File: src/rtl/uart_pkg.sv
// Shared UART definitions: receiver FSM states, serial data width and the
// default baud divider used by both the transmitter and the receiver.
package uart_pkg;

    localparam int unsigned BAUD_DIVIDER_DEFAULT = 434;
    localparam int unsigned DATA_W               = 8;

    typedef logic [DATA_W-1:0] uart_byte_t;

    typedef enum logic [1:0] {
        IDLE,
        START,
        DATA,
        STOP
    } rx_state_e;

endpackage

File: src/rtl/uart_receiver_if.sv
// Serial line plus received-byte side-band of the UART receiver.
interface uart_receiver_if;
    import uart_pkg::*;

    logic       rx;
    uart_byte_t data_out;
    logic       data_valid;
    logic       framing_error;
    logic       busy;

    // master: the receiver; slave: the consumer that also drives the line
    modport master (input rx, output data_out, data_valid, framing_error, busy);
    modport slave  (output rx, input data_out, data_valid, framing_error, busy);

endinterface

File: src/rtl/uart_rx_sync.sv
// Two-flop synchroniser for the asynchronous rx line plus a registered
// falling-edge flag that is high in the first cycle rx_s reads low after high.
module uart_rx_sync (
    input  logic clk,
    input  logic rst_n,
    input  logic rx,
    output logic rx_s,
    output logic fall
);

    logic rx_meta;

    // rx_s holds the previous sample when fall is computed, so fall lines up
    // with the first low rx_s exactly like a prev_rx_s/rx_s compare would.
    always_ff @(posedge clk) begin
        if (!rst_n) begin
            rx_meta <= 1'b1;
            rx_s    <= 1'b1;
            fall    <= 1'b0;
        end else begin
            rx_meta <= rx;
            rx_s    <= rx_meta;
            fall    <= rx_s & ~rx_meta;
        end
    end

endmodule

File: src/rtl/uart_receiver.sv
// 8N1 UART receiver: start-bit verification at half period, LSB-first data
// sampling at mid-bit, stop-bit check with one-cycle valid / framing-error pulses.
module uart_receiver
    import uart_pkg::*;
#(
    parameter int unsigned BAUD_DIVIDER = BAUD_DIVIDER_DEFAULT
) (
    input  logic            clk,
    input  logic            rst_n,
    uart_receiver_if.master bus
);

    localparam int unsigned HALF_BIT = (BAUD_DIVIDER + 1) / 2;
    localparam int unsigned CNT_W    = $clog2(BAUD_DIVIDER + 1) + 1;
    localparam int unsigned IDX_W    = 3;

    localparam logic [CNT_W-1:0] BIT_END  = CNT_W'(BAUD_DIVIDER);
    localparam logic [CNT_W-1:0] HALF_END = CNT_W'(HALF_BIT - 1);
    localparam logic [IDX_W-1:0] LAST_IDX = IDX_W'(DATA_W - 1);

    rx_state_e        state,    state_nxt;
    logic [CNT_W-1:0] baud_cnt, baud_cnt_nxt;
    logic [IDX_W-1:0] bit_idx,  bit_idx_nxt;
    uart_byte_t       shift_q,  shift_nxt;
    uart_byte_t       data_q,   data_nxt;
    logic             valid_q,  valid_nxt;
    logic             ferr_q,   ferr_nxt;
    logic             busy_q;

    logic rx_s;
    logic fall;

    uart_rx_sync u_sync (
        .clk   (clk),
        .rst_n (rst_n),
        .rx    (bus.rx),
        .rx_s  (rx_s),
        .fall  (fall)
    );

    // State and datapath registers
    always_ff @(posedge clk) begin
        if (!rst_n) begin
            state    <= IDLE;
            baud_cnt <= '0;
            bit_idx  <= '0;
            shift_q  <= '0;
            data_q   <= '0;
            valid_q  <= 1'b0;
            ferr_q   <= 1'b0;
            busy_q   <= 1'b0;
        end else begin
            state    <= state_nxt;
            baud_cnt <= baud_cnt_nxt;
            bit_idx  <= bit_idx_nxt;
            shift_q  <= shift_nxt;
            data_q   <= data_nxt;
            valid_q  <= valid_nxt;
            ferr_q   <= ferr_nxt;
            busy_q   <= (state_nxt != IDLE);
        end
    end

    // Next-state and next-datapath logic
    always_comb begin
        state_nxt    = state;
        baud_cnt_nxt = baud_cnt + CNT_W'(1);
        bit_idx_nxt  = bit_idx;
        shift_nxt    = shift_q;
        data_nxt     = data_q;
        valid_nxt    = 1'b0;
        ferr_nxt     = 1'b0;

        unique case (state)
            IDLE: begin
                baud_cnt_nxt = '0;
                // fall needs a high-then-low rx_s, so a held-low line never retriggers
                if (fall) begin
                    state_nxt = START;
                end
            end

            START: begin
                if (baud_cnt == HALF_END) begin
                    baud_cnt_nxt = '0;
                    bit_idx_nxt  = '0;
                    state_nxt    = rx_s ? IDLE : DATA;
                end
            end

            DATA: begin
                if (baud_cnt == BIT_END) begin
                    shift_nxt    = {rx_s, shift_q[DATA_W-1:1]};
                    baud_cnt_nxt = '0;
                    bit_idx_nxt  = bit_idx + IDX_W'(1);
                    if (bit_idx == LAST_IDX) begin
                        state_nxt = STOP;
                    end
                end
            end

            STOP: begin
                if (baud_cnt == BIT_END) begin
                    baud_cnt_nxt = '0;
                    state_nxt    = IDLE;
                    if (rx_s) begin
                        data_nxt  = shift_q;
                        valid_nxt = 1'b1;
                    end else begin
                        ferr_nxt  = 1'b1;
                    end
                end
            end

            default: begin
                state_nxt    = IDLE;
                baud_cnt_nxt = '0;
            end
        endcase
    end

    assign bus.data_out      = data_q;
    assign bus.data_valid    = valid_q;
    assign bus.framing_error = ferr_q;
    assign bus.busy          = busy_q;

endmodule

File: src/flat_wrapper.sv
// flat-port wrapper written by rule: the top's interface ports become plain ports
module uart_receiver_flat import uart_pkg::*;
#(
    parameter int unsigned BAUD_DIVIDER = BAUD_DIVIDER_DEFAULT
)
  (clk, rst_n, bus_rx, bus_data_out, bus_data_valid, bus_framing_error, bus_busy);
  uart_receiver_if bus_i ();
  input  logic clk;
  input  logic rst_n;
  input wire logic [$bits(bus_i.rx)-1:0] bus_rx;
  output wire logic [$bits(bus_i.data_out)-1:0] bus_data_out;
  output wire logic [$bits(bus_i.data_valid)-1:0] bus_data_valid;
  output wire logic [$bits(bus_i.framing_error)-1:0] bus_framing_error;
  output wire logic [$bits(bus_i.busy)-1:0] bus_busy;
  assign bus_i.rx = bus_rx;
  assign bus_data_out = bus_i.data_out;
  assign bus_data_valid = bus_i.data_valid;
  assign bus_framing_error = bus_i.framing_error;
  assign bus_busy = bus_i.busy;
  uart_receiver #(.BAUD_DIVIDER(BAUD_DIVIDER)) u_core (.clk(clk), .rst_n(rst_n), .bus(bus_i));
endmodule
File: config.mk
export PLATFORM = sky130hd
export DESIGN_NAME = uart_receiver_flat
export DESIGN_NICKNAME = d
export VERILOG_FILES = /design/src/rtl/uart_pkg.sv /design/src/rtl/uart_receiver_if.sv /design/src/rtl/uart_rx_sync.sv /design/src/rtl/uart_receiver.sv /design/src/flat_wrapper.sv
export SDC_FILE = /design/constraint.sdc
export NUM_CORES = 1
export LEC_CHECK = 0
export BUFFER_PORTS_ARGS = -buffer_cell sky130_fd_sc_hd__buf_2
export CAP_MARGIN = 20
export CORE_MARGIN = 4
export CORE_UTILIZATION = 50
export DETAILED_ROUTE_END_ITERATION = 8
export PLACE_DENSITY = 0.7
export SETUP_SLACK_MARGIN = 0.05
export SLEW_MARGIN = 20
export SYNTH_ARGS = -nofsm -noshare
export SYNTH_HDL_FRONTEND = slang
export SYNTH_HIERARCHICAL = 1
export SYNTH_SLANG_ARGS = --single-unit
File: constraint.sdc
create_clock -name clk -period 1.7 [get_ports clk]
set_input_delay 0.17 -clock clk [delete_from_list [all_inputs] [get_ports clk]]
set_output_delay 0.17 -clock clk [all_outputs]
set_load 0.005 [all_outputs]
Yosys cells after proc, flatten, opt, wreduce, memory -nomap -nowiden --
Cells that the tools add are included.
Cells by class: eq/ne operators 8, mux-type cells 15, reduce and logical (&&, ||, !) cells 8, add/sub/neg operators 2, bitwise logic cells 2
Operator list (number):
- $pmux 10 s3 | 1
- $mux 10 | 2
- $mux 2 | 6
- $add 10x1->10 const B | 1
- $eq 10x8->1 const B | 1
- $eq 10x9->1 const B | 1
- $reduce_and 3->1 | 3
- $pmux 2 s4 | 1
- $mux 3 | 2
- $pmux 3 s2 | 1
- $eq 2x2->1 const B | 2
- $ne 2x1->1 const B | 2
- $reduce_bool 2->1 | 2
- $add 3x1->3 const B | 1
- $eq 3x3->1 const B | 1
- $eq 2x1->1 const B | 1
- $logic_not 2->1 | 1
- $mux 1 | 2
- $reduce_and 2->1 | 1
- $reduce_or 2->1 | 1
- $and 1x1->1 | 1
- $not 1->1 | 1
Word-level totals: register bits 37, bits of input ports 3, logic and storage cells 46, output and inout port bits 11

Logic depth before layout (Yosys ltp) --
Gate-level depths: netlist (run 1).
word-level depth 5, mapped depth 7, gate-level depth less buffers 6

Hierarchy --
The synthesis (run 1) kept the hierarchy.
By module, submodules not included:
- uart_receiver | seq. area each 680.7 sq um, cells an instance 168, area an instance 1557.7 sq um, times used 1
- uart_rx_sync | seq. area each 60.1 sq um, cells an instance 6, area an instance 81.3 sq um, times used 1

Worst setup path before layout (run 1) --
Ideal clock, no wire load.
path kind register to register, start point register u_core.baud_cnt[0], end point register u_core.busy_q (netlist: u_core/bus.busy), library setup time 0.093 ns, period minus slack after synthesis 1.753 ns, required time 1.607 ns, path buffers 1, arrival time 1.660 ns, stages on the path, launching flop included 8, path slack -0.053 ns, cells stage by stage dfxtp_1 -> inv_1 -> ha_1 -> nor2b_1 -> nand4_2 -> buf_6 -> o311a_4 -> o311ai_2
Between the ends: word-level cells in the longest chain between the ends 4, elaborated cells on any way between the ends 7, those cells by class eq/ne: 2; mux: 4; reduce/logical: 1
Ends and longest elaborated chain:
- start: declaration | line uart_receiver.sv:22 | logic [CNT_W-1:0] baud_cnt, baud_cnt_nxt;
- start signal: assignment | line uart_receiver.sv:54 | baud_cnt <= baud_cnt_nxt;
- $eq 10x9->1 or $eq 10x8->1 (tied branches) | line uart_receiver.sv:92, uart_receiver.sv:103, uart_receiver.sv:84
- $mux 2, on equally long branches | line uart_receiver.sv:103, uart_receiver.sv:84, uart_receiver.sv:92
- $pmux 2 s4 * | line uart_receiver.sv:74 | unique case (state)
- $reduce_bool 2->1 * | line uart_receiver.sv:60 | busy_q <= (state_nxt != IDLE);
- end signal: assignment | line uart_receiver.sv:60
- end: declaration | line uart_receiver.sv:28 | logic busy_q;
Mark *: on every way between the ends. The rest lies on a longest branch, timed or not. A chain may end at the register's enable or synchronous reset.

Worst setup path after layout (run 1) --
Ends and elaborated chain as after synthesis.

==> flow_summary.yaml, run 1 <==
cts:
  clk_path_buf_depth: 2
  cts_buffers: 5
  clk_pin_slew_ps: 110
  numClockSinks: 37
  htree_levels: 2
  clock_latency_ps: 340
  root_buffer: "clkbuf_4"
  cts_tree: "yes"
  cts_hold_buffers: 0
finish:
  nNetsFinal: 223
  drive_gt1_share_pct: 33.96
  final_core_util_pct: 69.52
  finalInstanceArea_um2: 2157
  final_common_cell: "dfxtp_1"
  area_growth_pct: 31.60
  final_cell_mix: "33 x dfxtp_1, 21 x nor2_1, 20 x buf_4, 13 x buf_2"
  antenna_cells: 0
critical_path:
  timing.critical_path.from: "u_core/baud_cnt[0]"
  worstSetupEndpointType: "flip-flop"
  slowest_delay_ps: 340
  crit_fanout: 6
  path_class: "reg2reg"
  r2r_start: "u_core/baud_cnt[0]"
  required_ps: 1960
  startpoint_type: "flip-flop"
  crit_arrival_ps: 1920
  slowest_stage: "dfxtp_2"
  crit_chain: "inv_2 > ha_1 > nor2b_4 > nand4_4 > o311a_4 > o311ai_2"
synth:
  yosysWarningCount: 6
  synthArstFlopShare_pct: 0
  syn_inst: 174
  syn-cell-area_um2: 1639
  synth_top_family_by_area: "simple AND/OR/NAND/NOR gates"
  yosysUniqueCellTypes: 37
  syn-num-nets: 186
  synth_compound_area_share_pct: 13.21
  ys.flop_type: "dfxtp_1"
  yosys.area_share.simple_pct: 21.15
  synth_enable_flop_cells: 0
  synth-seq-cells: 37
  yosys.area_share.xor_xnor_pct: 4.275
  synth_fa_ha_area_share_pct: 6.870
  postSynthAreaPerCell_um2: 9.420
  synth-seq-area-share_pct: 45.19
  synth_mux_area_share_pct: 4.885
sta:
  rsz0062_at_grt: "true"
  max_slew_margin_pct: 77.00
  final_max_slew_viol_count: 0
  finalHoldViolations: 0
  clock_skew_ps: 13.97
  setup_violations: 0
  period_minus_slack_ps: 1656
  fmax_ghz: 0.6037
  hold_slack_ps: 30.14
  period_share_pct: 97.43
  tightest_slew_ps: 344.4
floorplan:
  core-area_um2: 3103
  initial_utilization_pct: 52.82
  rows: 20
  die_area_um2: 4258
  io-pin-count: 14
  fp.dieH_um: 65.26
  die_x_um: 65.26
run:
  cap_violations: 0
routing:
  ant_nets: 0
  vias: 1356
  firstDrtPassIters: 4
  first_iter_violations: 61
  drcViolationCount: 0
  avgRoutedWirePerCell_um: 13.12
  routed_wl_um: 3359
  viasPerCell: 5.297
place:
  hpwlAfterDp_um: 2314
  gp_congestion: 0.9015
  placed_area_um2: 1886
  portBuffers: 13
pwr:
  peakVddDrop_uv: 467.1
  leakage_uw: 0.0009230
  p_per_area_nw_per_um2: 731.3
global_route:
  use_met1_pct: 19.77
  grt_use_met2_pct: 27.94
  grt_start_max_net_pins: 14
  grt_pass1_vias: 1287
  grt_most_used_layer: "met2"
  antenna_found_initial: 0
  grt_pass1_wl_um: 5595
  grt_overflow_total: 0
  track_usage_pct: 16.83
  grt_use_met3_pct: 4.786
run_status:
  status: "completed"
worst_hold_path:
  min_path_type: "in2reg"
  min-delay-start: "bus_rx"
==> layer usage <==
layer	vias up	part of all wire, %
li1	681	-
met4	0	1.3
met2	39	49
met3	4	5.4
met5	-	0
met1	632	44
==> worst paths after layout <==
path	end	slack, ps	cells after the start
setup / recovery	u_core/bus.busy	40	6
hold / removal	u_core/u_sync/rx_meta	30	2
setup reg to reg	u_core/bus.busy	40	6
hold reg to reg	u_core/u_sync/rx_s	460	1
==> registers in the layout, indices dropped and copies added, names as in the netlist <==
register                  flops
u_core/baud_cnt              10
u_core/bit_idx                3
u_core/bus.busy               1
u_core/bus.data_out           8
u_core/bus.data_valid         1
u_core/bus.framing_error      1
u_core/shift_q                8
u_core/state                  2
u_core/u_sync/fall            1
u_core/u_sync/rx_meta         1
u_core/u_sync/rx_s            1
==> where the power goes <==
part / switching [uW] / total (uW) / leakage (uW) / internal, uW
clock network: 290 / 639 / 0.0000445 / 349
logic: 38.1 / 62.9 / 0.000578 / 24.7
registers: 3.17 / 876 / 0.000301 / 872
==> cell type report <==
type	instances	area, um^2
inverter	11	41.29
fill	239	945.9
timing repair buffer	36	257.7
multi-input combinational	120	968.4
clock inverter	2	37.54
sequential	37	745.7
clock buffer	6	51.30
tap	44	55.05
==> cell usage after synthesis, types with 2 or more instances <==
cell | n | area share (%)
xor2_1 | 6 | 3.2
a31oi_1 | 3 | 1.1
ha_1 | 9 | 6.9
clkbuf_1 | 4 | 0.92
nand2_1 | 10 | 2.3
xnor2_1 | 2 | 1.1
nor2_1 | 21 | 4.8
nor2b_1 | 2 | 0.76
o22ai_1 | 3 | 1.1
inv_1 | 11 | 2.5
dfxtp_1 | 37 | 45
a21oi_1 | 8 | 2.4
nand3_1 | 10 | 3.1
and2_1 | 3 | 1.1
nand4_1 | 4 | 1.5
mux2i_1 | 8 | 4.9
nand2b_1 | 3 | 1.1
o21ai_0 | 8 | 2.4
nor3_1 | 3 | 0.92
and4_1 | 2 | 1.1
==> critical path: cells and delay by family (launching register included) <==
kind            cells  cell delay [ps]
simple gates        2              450
compound gates      2              570
flops               1              340
buf+inv             1               80
fa+ha+maj           1              160
==> kinds of logic after synthesis <==
group,after synthesis
XOR/XNOR,8
buffers and inverters,17
AND/OR/NAND/NOR,65
multiplexers,8
flip-flops,37
AO/OA/AOI/OAI,30
adder cells (fa/ha/maj),9
==> timing repair <==
action | 4_1_cts | 5_1_grt
setup endpoints to repair | 6 | 16
pin swaps | 8 | 4
setup buffers | 2 | 7
gates resized for setup | 12 | 18
==> through the flow <==
step	power, uW	instances	TNS [ps]	setup WS (ps)
floorplan	931.3	174	0	49.49
global placement	947.3	239	0	16.70
detailed placement	949.1	239	-232.9	-69.52
CTS	1591	249	0	44.34
global route	1634	256	-87.74	-35.60
finish	1578	256	0	43.65
Power figures use the tool's default switching activity.
==> run 2: changes to the inputs <==
- CORE_UTILIZATION: 50 -> 52
- PLACE_DENSITY: 0.7 -> 0.73
==> run 2 against run 1 <==
  * Global-route usage rose by 1.6 points
  * Cell count fell by 1.6%
  * Sequential power barely moved
  * Sequential share of layout area rose by 0.31 points
  * Clock power rose by 3%
  * Cell area fell by 1.0%
  * Non-clock buffer count fell by 4
  * Maximum frequency fell by 2.5%
  * Register-to-register slack got worse by 40 ps
  * Critical endpoint unchanged
==> flow_summary.yaml, run 2 (same netlist as run 1, synthesis figures left out) <==
finish:
  antenna_cells: 0
  register_area_um2: 744.5
  largest_reg_flops: 10
  final_common_cell: "dfxtp_1"
  multi_input_area_um2: 967.2
  top_register: "u_core/baud_cnt"
  drive_gt1_share_pct: 34.13
  finalNonFillerCells: 252
  final_cell_mix: "34 x dfxtp_1, 21 x nor2_1, 13 x buf_2, 13 x buf_4"
  area_growth_pct: 30.23
  fill_cells: 226
  nNetsFinal: 219
routing:
  vias: 1373
  first_iter_violations: 83
  avgRoutedWirePerCell_um: 14.27
  viasPerCell: 5.448
  firstDrtPassIters: 4
  drcViolationCount: 0
  routed_wl_um: 3595
  ant_nets: 0
sta:
  finalHoldViolations: 0
  tightest_slew_ps: 387.4
  clock_skew_ps: 10.14
  final_max_slew_viol_count: 0
  hold_slack_ps: 69.88
  rsz0062_at_grt: "true"
  max_slew_margin_pct: 74.14
  setup_violations: 0
  period_minus_slack_ps: 1699
  period_share_pct: 99.94
  fmax_ghz: 0.5886
global_route:
  grt_start_max_net_pins: 21
  grt_pass1_vias: 1316
  grt_pass1_wl_um: 5885
  track_usage_pct: 18.39
  antenna_found_initial: 0
  grt_overflow_total: 0
critical_path:
  required_ps: 1980
  rr_endpoint: "u_core/bus.busy"
  timing.critical_path.from: "u_core/baud_cnt[1]"
  ff2ff_path_depth: 6
  crit_arrival_ps: 1980
  startpoint_type: "flip-flop"
  crit_fanout: 5
  worstSetupEndpointType: "flip-flop"
  rrSetupSlack_ps: 1
  worstSetupEndpoint: "u_core/bus.busy"
  path_class: "reg2reg"
  r2r_start: "u_core/baud_cnt[1]"
pwr:
  leakage_uw: 0.0009021
  power_frac_clock_pct: 41.2
  power_frac_seq_pct: 54.7
  peakVddDrop_uv: 600.6
  internal_power_uw: 1248
  swShare_pct: 21.97
  p_comb_share_pct: 4.1
  p_per_area_nw_per_um2: 749.0
  power.switching_uw: 351.3
cts:
  clk_pin_slew_ps: 120
  root_buffer: "clkbuf_4"
  clk_path_buf_depth: 2
  cts_tree: "yes"
  htree_levels: 2
  numClockSinks: 37
  clock_latency_ps: 360
  cts_buffers: 5
run_status:
  status: "completed"
floorplan:
  rows: 20
  die_x_um: 64.15
  core-area_um2: 3028
  die_area_um2: 4115
  fp.dieH_um: 64.15
  io-pin-count: 14
  initial_utilization_pct: 54.13
place:
  portBuffers: 13
  gp_congestion: 0.9411
  place_inst: 238
  hpwlAfterDp_um: 2440
worst_hold_path:
  min_path_type: "in2reg"
run:
  cap_violations: 0
[run 2: through the flow]
step           setup slack, ps  cell area, um^2  total power (uW)  utilization (%)  TNS (ps)
2_1_floorplan            49.49             1692             931.3                -         0
3_3_place_gp             13.43             1878             947.9            62.02         0
3_5_place_dp            -63.16             1878             950.3            62.02    -213.0
4_1_cts                  46.09             2026              1603            66.90         0
5_1_grt                 -52.74             2135              1661            70.50    -562.6
6_report                0.9990             2135              1599            70.50         0
[run 2: worst min path at each step]
stage            from                     to  slack, ps  cells after the start
2_1_floorplan   rst_n     u_core/u_sync/rx_s        240                      1
3_3_place_gp   bus_rx  u_core/u_sync/rx_meta        360                      2
3_5_place_dp   bus_rx  u_core/u_sync/rx_meta        350                      2
4_1_cts         rst_n     u_core/u_sync/rx_s         70                      2
5_1_grt         rst_n     u_core/u_sync/rx_s         80                      2
6_report        rst_n     u_core/u_sync/rx_s         70                      2
[run 2: layout make-up]
| cell class | instances | area share, % |
|---|---|---|
| Clock inverter | 2 | 1.758 |
| Sequential cell | 37 | 34.88 |
| Timing Repair Buffer | 32 | 11.14 |
| Clock buffer | 6 | 2.403 |
| Inverter | 11 | 1.934 |
| Multi-Input combinational cell | 120 | 45.31 |
| Tap cell | 44 | 2.579 |
[run 2: power by group through the flow]
stage	clock network, uW	registers, uW	logic [uW]
3_5_place_dp	0	895	55.1
5_1_grt	714	876	70.7
4_1_cts	668	875	59.3
3_3_place_gp	0	895	53.1
6_report	658	875	65.8
2_1_floorplan	0	896	35.6
[run 2: what timing repair did]
action,4_1_cts,5_1_grt
pin swaps,4,10
setup endpoints to repair,6,14
hold endpoints to repair,1,0
hold buffers,1,0
gates resized for setup,4,31
setup buffers,2,3
[run 2: worst max-delay path, cell delays in order, from the launching register on]
cell and delay [ps]:
dfxtp_2 370, buf_6 100, ha_2 150, nor2b_4 250
nand4_4 160, o311a_4 390, o311ai_2 210
[run 2: per-layer routing]
| metal | vias up | routed length [um] | GRT usage, % |
|---|---|---|---|
| met2 | 28 | 1766 | 30.19 |
| met4 | 0 | 110 | 10.82 |
| met5 | - | 0 | 0 |
| met3 | 10 | 105 | 4.218 |
| li1 | 678 | - | - |
| met1 | 657 | 1613 | 21.81 |
